### config.mk
export PLATFORM = sky130hd
export DESIGN_NAME = l2_cache_control
export DESIGN_NICKNAME = d
export VERILOG_FILES = /design/src/rtl/lc3b_types.sv /design/src/rtl/l2_way_decoder.sv /design/src/rtl/l2_cache_control.sv
export SDC_FILE = /design/constraint.sdc
export NUM_CORES = 1
export LEC_CHECK = 0
export ABC_AREA = 1
export CORE_MARGIN = 2
export CORE_UTILIZATION = 35
export DETAILED_ROUTE_END_ITERATION = 12
export PLACE_DENSITY = 0.77
export SLEW_MARGIN = 20
export SYNTH_ARGS = -nofsm -noshare
export SYNTH_HDL_FRONTEND = slang
export SYNTH_HIERARCHICAL = 1
export SYNTH_SLANG_ARGS = --single-unit
### constraint.sdc
create_clock -name clk -period 2.8 [get_ports clk]
set_input_delay 0.84 -clock clk [delete_from_list [all_inputs] [get_ports clk]]
set_output_delay 0.84 -clock clk [all_outputs]
set_load 0.005 [all_outputs]
### src/rtl/lc3b_types.sv
// Shared types for the L2 cache controller: way index and control FSM states.
package lc3b_types;

    typedef logic [1:0] lc3b_2bit;

    typedef enum logic [2:0] {
        IDLE,
        CHECK,
        WB,
        FILL,
        PF_CHECK,
        PF_WB,
        PF_FILL
    } l2_state_t;

endpackage

### src/rtl/l2_way_decoder.sv
// Turns a 2-bit way index plus an enable into a one-hot per-way write strobe.
module l2_way_decoder
    import lc3b_types::*;
(
    input  lc3b_2bit   way,
    input  logic       en,
    output logic [3:0] onehot
);

    // One strobe per way; all low when the group is not being written.
    always_comb begin
        onehot = 4'b0000;
        if (en) begin
            onehot[way] = 1'b1;
        end
    end

endmodule

### src/rtl/l2_cache_control.sv
// Control FSM for the 4-way L2: lookup, dirty writeback, line fill and
// next-line prefetch. The FSM holds only the state and miss_flag; all array
// strobes and mux selects are decoded from the current state and the
// datapath status within the same cycle.
//
// Handshakes: an arbiter request (read or write level) is held until
// l2arb_mem_resp pulses for one cycle, and the requester drops it in the
// following cycle. pmem_read / pmem_write stay high until pmem_resp, are
// mutually exclusive, and are never abandoned except by reset.
module l2_cache_control
    import lc3b_types::*;
#(
    parameter bit PREFETCH_EN = 1'b1
) (
    input  logic     clk,
    input  logic     reset,
    input  logic     l2arb_mem_read,
    input  logic     l2arb_mem_write,
    output logic     l2arb_mem_resp,
    output logic     pmem_read,
    output logic     pmem_write,
    input  logic     pmem_resp,
    input  logic     hit,
    input  logic     dirty,
    input  lc3b_2bit hit_num,
    input  lc3b_2bit replace,
    output logic     wr_va0,
    output logic     wr_va1,
    output logic     wr_va2,
    output logic     wr_va3,
    output logic     wr_ta0,
    output logic     wr_ta1,
    output logic     wr_ta2,
    output logic     wr_ta3,
    output logic     wr_da0,
    output logic     wr_da1,
    output logic     wr_da2,
    output logic     wr_da3,
    output logic     wr_dba0,
    output logic     wr_dba1,
    output logic     wr_dba2,
    output logic     wr_dba3,
    output logic     wr_lru,
    output logic     wr_prefreg,
    output logic     dba_in,
    output logic     prefmux_sel,
    output logic     din_sel,
    output logic     addrmux_sel,
    output lc3b_2bit dout_sel
);

    l2_state_t state_q, state_d;
    logic      miss_flag_q, miss_flag_d;

    // Group enables and the way they target (hit way on a write hit, victim on a fill).
    lc3b_2bit   way_sel;
    logic       va_en, ta_en, da_en, dba_en;
    logic [3:0] va_vec, ta_vec, da_vec, dba_vec;

    // Next state, miss tracking and all output decode; reset silences every
    // output in the cycle it is asserted so no array write or pmem access leaks.
    always_comb begin
        state_d        = state_q;
        miss_flag_d    = miss_flag_q;
        l2arb_mem_resp = 1'b0;
        pmem_read      = 1'b0;
        pmem_write     = 1'b0;
        wr_lru         = 1'b0;
        wr_prefreg     = 1'b0;
        dba_in         = 1'b0;
        prefmux_sel    = 1'b0;
        din_sel        = 1'b0;
        addrmux_sel    = 1'b0;
        dout_sel       = 2'd0;
        way_sel        = replace;
        va_en          = 1'b0;
        ta_en          = 1'b0;
        da_en          = 1'b0;
        dba_en         = 1'b0;

        case (state_q)
            IDLE: begin
                if (l2arb_mem_read || l2arb_mem_write) begin
                    state_d = CHECK;
                end
            end
            CHECK: begin
                if (hit) begin
                    l2arb_mem_resp = 1'b1;
                    wr_lru         = 1'b1;
                    wr_prefreg     = 1'b1;
                    dout_sel       = hit_num;
                    way_sel        = hit_num;
                    // Write wins when both request lines are high.
                    if (l2arb_mem_write) begin
                        din_sel = 1'b1;
                        da_en   = 1'b1;
                        dba_en  = 1'b1;
                        dba_in  = 1'b1;
                    end
                    state_d     = (PREFETCH_EN && miss_flag_q) ? PF_CHECK : IDLE;
                    miss_flag_d = 1'b0;
                end else begin
                    miss_flag_d = 1'b1;
                    state_d     = dirty ? WB : FILL;
                end
            end
            WB, PF_WB: begin
                prefmux_sel = (state_q == PF_WB);
                addrmux_sel = 1'b1;
                dout_sel    = replace;
                pmem_write  = 1'b1;
                if (pmem_resp) begin
                    state_d = (state_q == PF_WB) ? PF_FILL : FILL;
                end
            end
            FILL, PF_FILL: begin
                prefmux_sel = (state_q == PF_FILL);
                pmem_read   = 1'b1;
                if (pmem_resp) begin
                    va_en   = 1'b1;
                    ta_en   = 1'b1;
                    da_en   = 1'b1;
                    dba_en  = 1'b1;
                    state_d = (state_q == PF_FILL) ? IDLE : CHECK;
                end
            end
            PF_CHECK: begin
                // A prefetch never touches the LRU, so the line stays the victim.
                prefmux_sel = 1'b1;
                if (hit) begin
                    state_d = IDLE;
                end else begin
                    state_d = dirty ? PF_WB : PF_FILL;
                end
            end
            default: begin
                state_d = IDLE;
            end
        endcase

        if (reset) begin
            l2arb_mem_resp = 1'b0;
            pmem_read      = 1'b0;
            pmem_write     = 1'b0;
            wr_lru         = 1'b0;
            wr_prefreg     = 1'b0;
            dba_in         = 1'b0;
            prefmux_sel    = 1'b0;
            din_sel        = 1'b0;
            addrmux_sel    = 1'b0;
            dout_sel       = 2'd0;
            va_en          = 1'b0;
            ta_en          = 1'b0;
            da_en          = 1'b0;
            dba_en         = 1'b0;
        end
    end

    // State and miss_flag registers with synchronous reset.
    always_ff @(posedge clk) begin
        if (reset) begin
            state_q     <= IDLE;
            miss_flag_q <= 1'b0;
        end else begin
            state_q     <= state_d;
            miss_flag_q <= miss_flag_d;
        end
    end

    l2_way_decoder u_dec_va  (.way(way_sel), .en(va_en),  .onehot(va_vec));
    l2_way_decoder u_dec_ta  (.way(way_sel), .en(ta_en),  .onehot(ta_vec));
    l2_way_decoder u_dec_da  (.way(way_sel), .en(da_en),  .onehot(da_vec));
    l2_way_decoder u_dec_dba (.way(way_sel), .en(dba_en), .onehot(dba_vec));

    assign {wr_va3,  wr_va2,  wr_va1,  wr_va0}  = va_vec;
    assign {wr_ta3,  wr_ta2,  wr_ta1,  wr_ta0}  = ta_vec;
    assign {wr_da3,  wr_da2,  wr_da1,  wr_da0}  = da_vec;
    assign {wr_dba3, wr_dba2, wr_dba1, wr_dba0} = dba_vec;

endmodule

# [Word-level counts from Yosys, hierarchy flattened]
# Index checks and enable logic that the tools add are counted.
# W data, S select, Z words.
[word_totals] in_bits=11 word_cells=58 out_inout_bits=27 register_bits=4
[classes] muxes=39 reduce_logical=6 n_eq_ne=9 order_cmp=2
[op_table] op="$mux W3" count=7
[op_table] op="$mux W1" count=20
[op_table] op="$pmux W3 S5" count=1
[op_table] op="$mux W2" count=5
[op_table] op="$eq A3 B3 Y1 const B" count=3
[op_table] op="$mux W4" count=2
[op_table] op="$eq A3 B2 Y1 const B" count=2
[op_table] op="$ne A2 B2 Y1 const B" count=3
[op_table] op="$pmux W2 S2" count=1
[op_table] op="$reduce_or A2 Y1" count=2
[op_table] op="$eq A3 B1 Y1 const B" count=1
[op_table] op="$logic_not A3 Y1" count=1
[op_table] op="$lt A2 B3 Y1 const B" count=1
[op_table] op="$pmux W1 S3" count=1
[op_table] op="$reduce_and A3 Y1" count=1
[op_table] op="$demux W1 S2" count=1
[op_table] op="$ge A2 B1 Y1 const B" count=1
[op_table] op="$pmux W1 S2" count=1
[op_table] op="$logic_and A1 B1 Y1" count=1
[op_table] op="$logic_or A1 B1 Y1" count=1

# [Logic depth before layout (Yosys ltp)]
[logic_depth] word_depth=7 ltp_mapped=9 ltp_nobuf=9

# [By module]
# The synthesis kept the hierarchy.
[modules_own_cells] module="l2_cache_control" area_per_inst_um2=462.9 instances=1 seq_area_each_um2=80.1 cells_each=79
[modules_own_cells] module="l2_way_decoder" area_per_inst_um2=30.0 instances=4 seq_area_each_um2=0.0 cells_each=8

# [Least setup slack after synthesis]
# No wires, ideal clock.
[synth_path] path_type="input to output" from="input hit" to="output wr_da2" t_arrival_ps=1748 t_required_ps=1960 stages=5 n_path_buf=0 setup_slack_ps=212 path_cell_list="inv_1 nor2_4 o21ai_0 nand2_1 nor2_1"
[synth_via] elab_chain_len=7 elab_cells_between_ends=11 classes_between="2 x order compare; 8 x mux; 1 x reduce/logical"
[synth_lines] element="start: declaration" line="l2_cache_control.sv:23" text="input logic hit,"
[synth_lines] element="$mux W2 (*)" line="l2_cache_control.sv:88" text="if (hit) begin"
[synth_lines] element="$mux W2 (*)" line="l2_cache_control.sv:81" text="case (state_q)"
[synth_lines] element="via way_sel[1]" line="l2_cache_control.sv:56" text="lc3b_2bit way_sel;"
[synth_lines] element="$lt A2 B3 Y1 (not written as such) or $ge A2 B1 Y1 (tied branches)" line="l2_way_decoder.sv:14" text="onehot[way] = 1'b1;"
[synth_lines] element="$logic_and A1 B1 Y1 (not written as such)" line="l2_way_decoder.sv:14"
[synth_lines] element="$mux W1 (not written as such)" line="l2_way_decoder.sv:14"
[synth_lines] element="$demux W1 S2 (*)"
[synth_lines] element="$mux W4 (*)" line="l2_way_decoder.sv:13" text="if (en) begin"
[synth_lines] element="end: declaration" line="l2_cache_control.sv:37" text="output logic wr_da2,"
# Mark *: on every way through the listed nets, which the timed path passes. The rest lies on a longest branch.

# [Worst setup path in the final report]
[layout_path] from="input hit" to="output wr_dba1"
[layout_via] elab_chain_len=7 elab_cells_between_ends=11 classes_between="2 x order compare; 8 x mux; 1 x reduce/logical"
[layout_lines] element="$mux W2 (*)" line="l2_cache_control.sv:88"
[layout_lines] element="$mux W2 (*)" line="l2_cache_control.sv:81"
[layout_lines] element="via way_sel[1]" line="l2_cache_control.sv:56"
[layout_lines] element="$lt A2 B3 Y1 (not written as such) or $ge A2 B1 Y1 (tied branches)" line="l2_way_decoder.sv:14"
[layout_lines] element="$logic_and A1 B1 Y1 (not written as such)" line="l2_way_decoder.sv:14"
[layout_lines] element="$mux W1 (not written as such)" line="l2_way_decoder.sv:14"
[layout_lines] element="$demux W1 S2 (*)"
[layout_lines] element="$mux W4 (*)" line="l2_way_decoder.sv:13"
[layout_lines] element="end: declaration" line="l2_cache_control.sv:40" text="output logic wr_dba1,"
# Marked as above.

==> key figures <==
Setup path
  – Type of the worst setup path: input pin to primary output
  – Reg2reg setup slack: between 1500 and 2000 ps
  – Endpoint class of the critical path: primary output
  – Critical path fanouts, max: 5
  – WP data arrival: slightly below 2000 ps
  – Worst Path Required: 1960 ps
  – Crit start category: input pin

GRT
  – Total Routing Usage GR: roughly a quarter
  – Vias in the first global route: between 800 and 900
  – Largest net degree at the start of global routing: 8
  – First-pass GRT wire length: approximately 3.8 mm
  – Initial antenna violation count: 0
  – Remaining Overflow, GRT: 0

Clock tree
  – Clock sink total: 4
  – Clock Path Buffers: 2
  – H-tree lvl count: 1
  – CTS tree: done
  – Clk_lat worst skew: between 200 and 250 ps
  – Root buf cell: clkbuf_4
  – Worst-path clk slew: around 40 ps
  – Clock buffer count from CTS: 3

Yosys
  – Synth Area in Adders: 0%
  – Synth Register Bits: 4
  – Mapped cell area: ~600 µm²
  – Post-synthesis sequential area ratio: 13.7%
  – Largest family of logic cells by synthesized area: simple AND/OR/NAND/NOR gates
  – Synth Instances: roughly 110
  – Compound-Gate Fraction of Synth Area: a little under an eighth
  – Post-Synth XOR/XNOR Area: 0%
  – Post-Synth Simple-Gate Area: between 50% and 60%
  – Netlist cell types: 20
  – Post-Syn Nets: ~120
  – Synth Area per Inst: ~5.3 µm²
  – Post-synthesis mux area share: about 1.9%
  – Syn. warnings: 6

Power and ir drop
  – Leak: about 0.66 nW
  – Switching part of the total: 39.8%
  – Pint: between 0.2 and 0.25 mW
  – PwrDens: a little over 300 mW/mm²
  – Worst vdd ir: between 0.3 and 0.4 mV
  – Combinational share of power: 58.4%
  – Clock power frac: 20.8%
  – Switching power: roughly 0.14 mW
  – Sequential Power Share: between 20% and 30%

STA
  – Final min period: ~2800 ps
  – Worst-Margin Slew: 275 ps
  – Endpoints failing setup: 1
  – Worst setup margin: -26.9 ps
  – Final Hold Fails: 0
  – Skew final: roughly 6.0 ps
  – RSZ-0062 raised after global routing: true
  – Slew HR: about 80%
  – Max-slew violations: 0
  – Fmax: about 0.35 GHz
  – Fin crit share: 101%

Layout
  – FILL cells: roughly 130
  – Area delta synth->final: 95.5%
  – Layout cells sized above 1: about two fifths
  – Post-route cell area: 0.00114 mm²
  – Final nets: approximately 180
  – ANT cells: 0

Route
  – Top Layer Used: met3
  – Drt total wl: ~2.4 mm
  – DR pass1 iterations: 4
  – DR DRC count: 0
  – Total number of vias: approximately 940
  – Routed Antenna Nets: 0
  – Metal-1 WL: ~1.0 mm
  – DRT iter0 DRCs: 35
  – Met2 WL: about 1.2 mm
  – Routed vias/inst: 5.01
  – Met3 wire len: approximately 140 µm
  – DR WL/cell: about 13 µm

Die
  – Die ar.: approximately 0.002 mm²
  – Initial core utilization: a little under two fifths
  – Die Wd: between 40 and 50 µm
  – CORE AREA: 0.00154 mm²
  – IO Pins: 38
  – Die Y: 44.8 µm
  – Row Count: 14

Outcome
  – Outcome: finished with violations
  – Violated checks: setup timing

Placed design
  – GPL Wtd Cong: 0.918
  – Area after DPL: approximately 0.0010 mm²
  – DP HPWL: between 1.5 and 2 mm
  – Place WS: -720 ps
  – PortBufs: 37

Worst hold path
  – Min-Delay Path Class: flop to flop

Flow run
  – Total of max-cap violations: 0
-- through the flow --
| stage | hold WS, ps | std cells | setup TNS [ps] | util, % | power, mW |
|---|---|---|---|---|---|
| 5_1_grt | 487 | 187 | -542 | 73.9 | 0.382 |
| 3_3_place_gp | 446 | 172 | -14470 | 67.3 | 0.240 |
| 4_1_cts | 461 | 185 | 0 | 72.6 | 0.339 |
| 3_5_place_dp | 457 | 172 | -15400 | 67.3 | 0.243 |
| 2_1_floorplan | 440 | 111 | 0 | - | 0.169 |
| 6_report | 459 | 187 | -26.9 | 73.9 | 0.352 |
-- final cells by class --
cell class                      instances  area (µm²)  area share (%)
Clock buffer                            3        22.5            1.98
Inverter                               19        76.3            6.70
Multi-Input combinational cell         83         435            38.2
Sequential cell                         4        81.3            7.14
Tap cell                               16        20.0            1.76
Timing Repair Buffer                   62         504            44.2
-- critical path, cell delays in order --
cell	delay, ps
buf_6	100
inv_4	50
nor2_4	30
buf_6	120
nand2_2	70
o21ai_1	60
buf_4	150
inv_1	70
nand2_1	80
buf_4	150
nor2_2	60
clkdlybuf4s15_2	200
-- path summary, 6_finish.rpt --
check,startpoint,to,cells past startpoint
setup reg to reg,state_q[0],state_q[2],7
hold reg to reg,miss_flag_q,miss_flag_q,2
setup / recovery,hit,wr_dba1,12
hold / removal,miss_flag_q,miss_flag_q,2
-- sequential cells by signal, indices dropped and copies added (netlist names) --
| register | count |
|---|---|
| state_q | 3 |
| miss_flag_q | 1 |
-- cell usage in the layout, fill, tap and decap left out, types with 4 or more instances in the layout --
cell	n
nand2_2	9
dlygate4sd2_1	11
buf_4	22
nand3_1	8
clkbuf_2	5
inv_1	14
nor2_1	23
clkdlybuf4s50_1	8
a21oi_1	5
buf_2	7
nand2_1	19
buf_6	4
-- cell families (layout without fill, tap and decap cells) --
logic type / after synthesis / after routing
compound gates: 11 / 11
buf+inv: 25 / 84
flops: 4 / 4
mux: 1 / 2
simple gates: 70 / 70
-- cell usage after synthesis (all sizes together) --
cell,count,share of area (%)
clkbuf,1,0.64
nand2,28,21
mux2,1,1.9
nand4,3,3.2
inv,19,13
a21oi,6,5.2
nand3,9,7.7
o211ai,1,1.3
a22oi,1,1.3
nor2,28,20
dfxtp,4,14
buf,5,6.4
o22ai,1,2.1
o21ai,2,1.7
nor3,2,1.7
-- per-layer routing --
layer  vias up  GRT usage, %
met3         0          8.00
met2        39          43.8
met5         -             0
met1       430          32.0
met4         0          3.53
li1        468             -
-- repair_timing --
item / in CTS / in global routing
pin swaps: 12 / 3
gates cloned: 1 / 0
endpoints found under the setup margin: 27 / 21
gates resized for setup: 72 / 18
setup buffers: 12 / 2
hold buffers: 0 / 0
-- power by group through the flow --
stage          clock [mW]  combinational [mW]  sequential [mW]
2_1_floorplan           0              0.0958           0.0732
3_3_place_gp            0               0.167           0.0724
3_5_place_dp            0               0.171           0.0726
4_1_cts            0.0754               0.192           0.0717
5_1_grt            0.0824               0.225           0.0742
6_report           0.0730               0.206           0.0732
(Power assumes the default switching activity.)
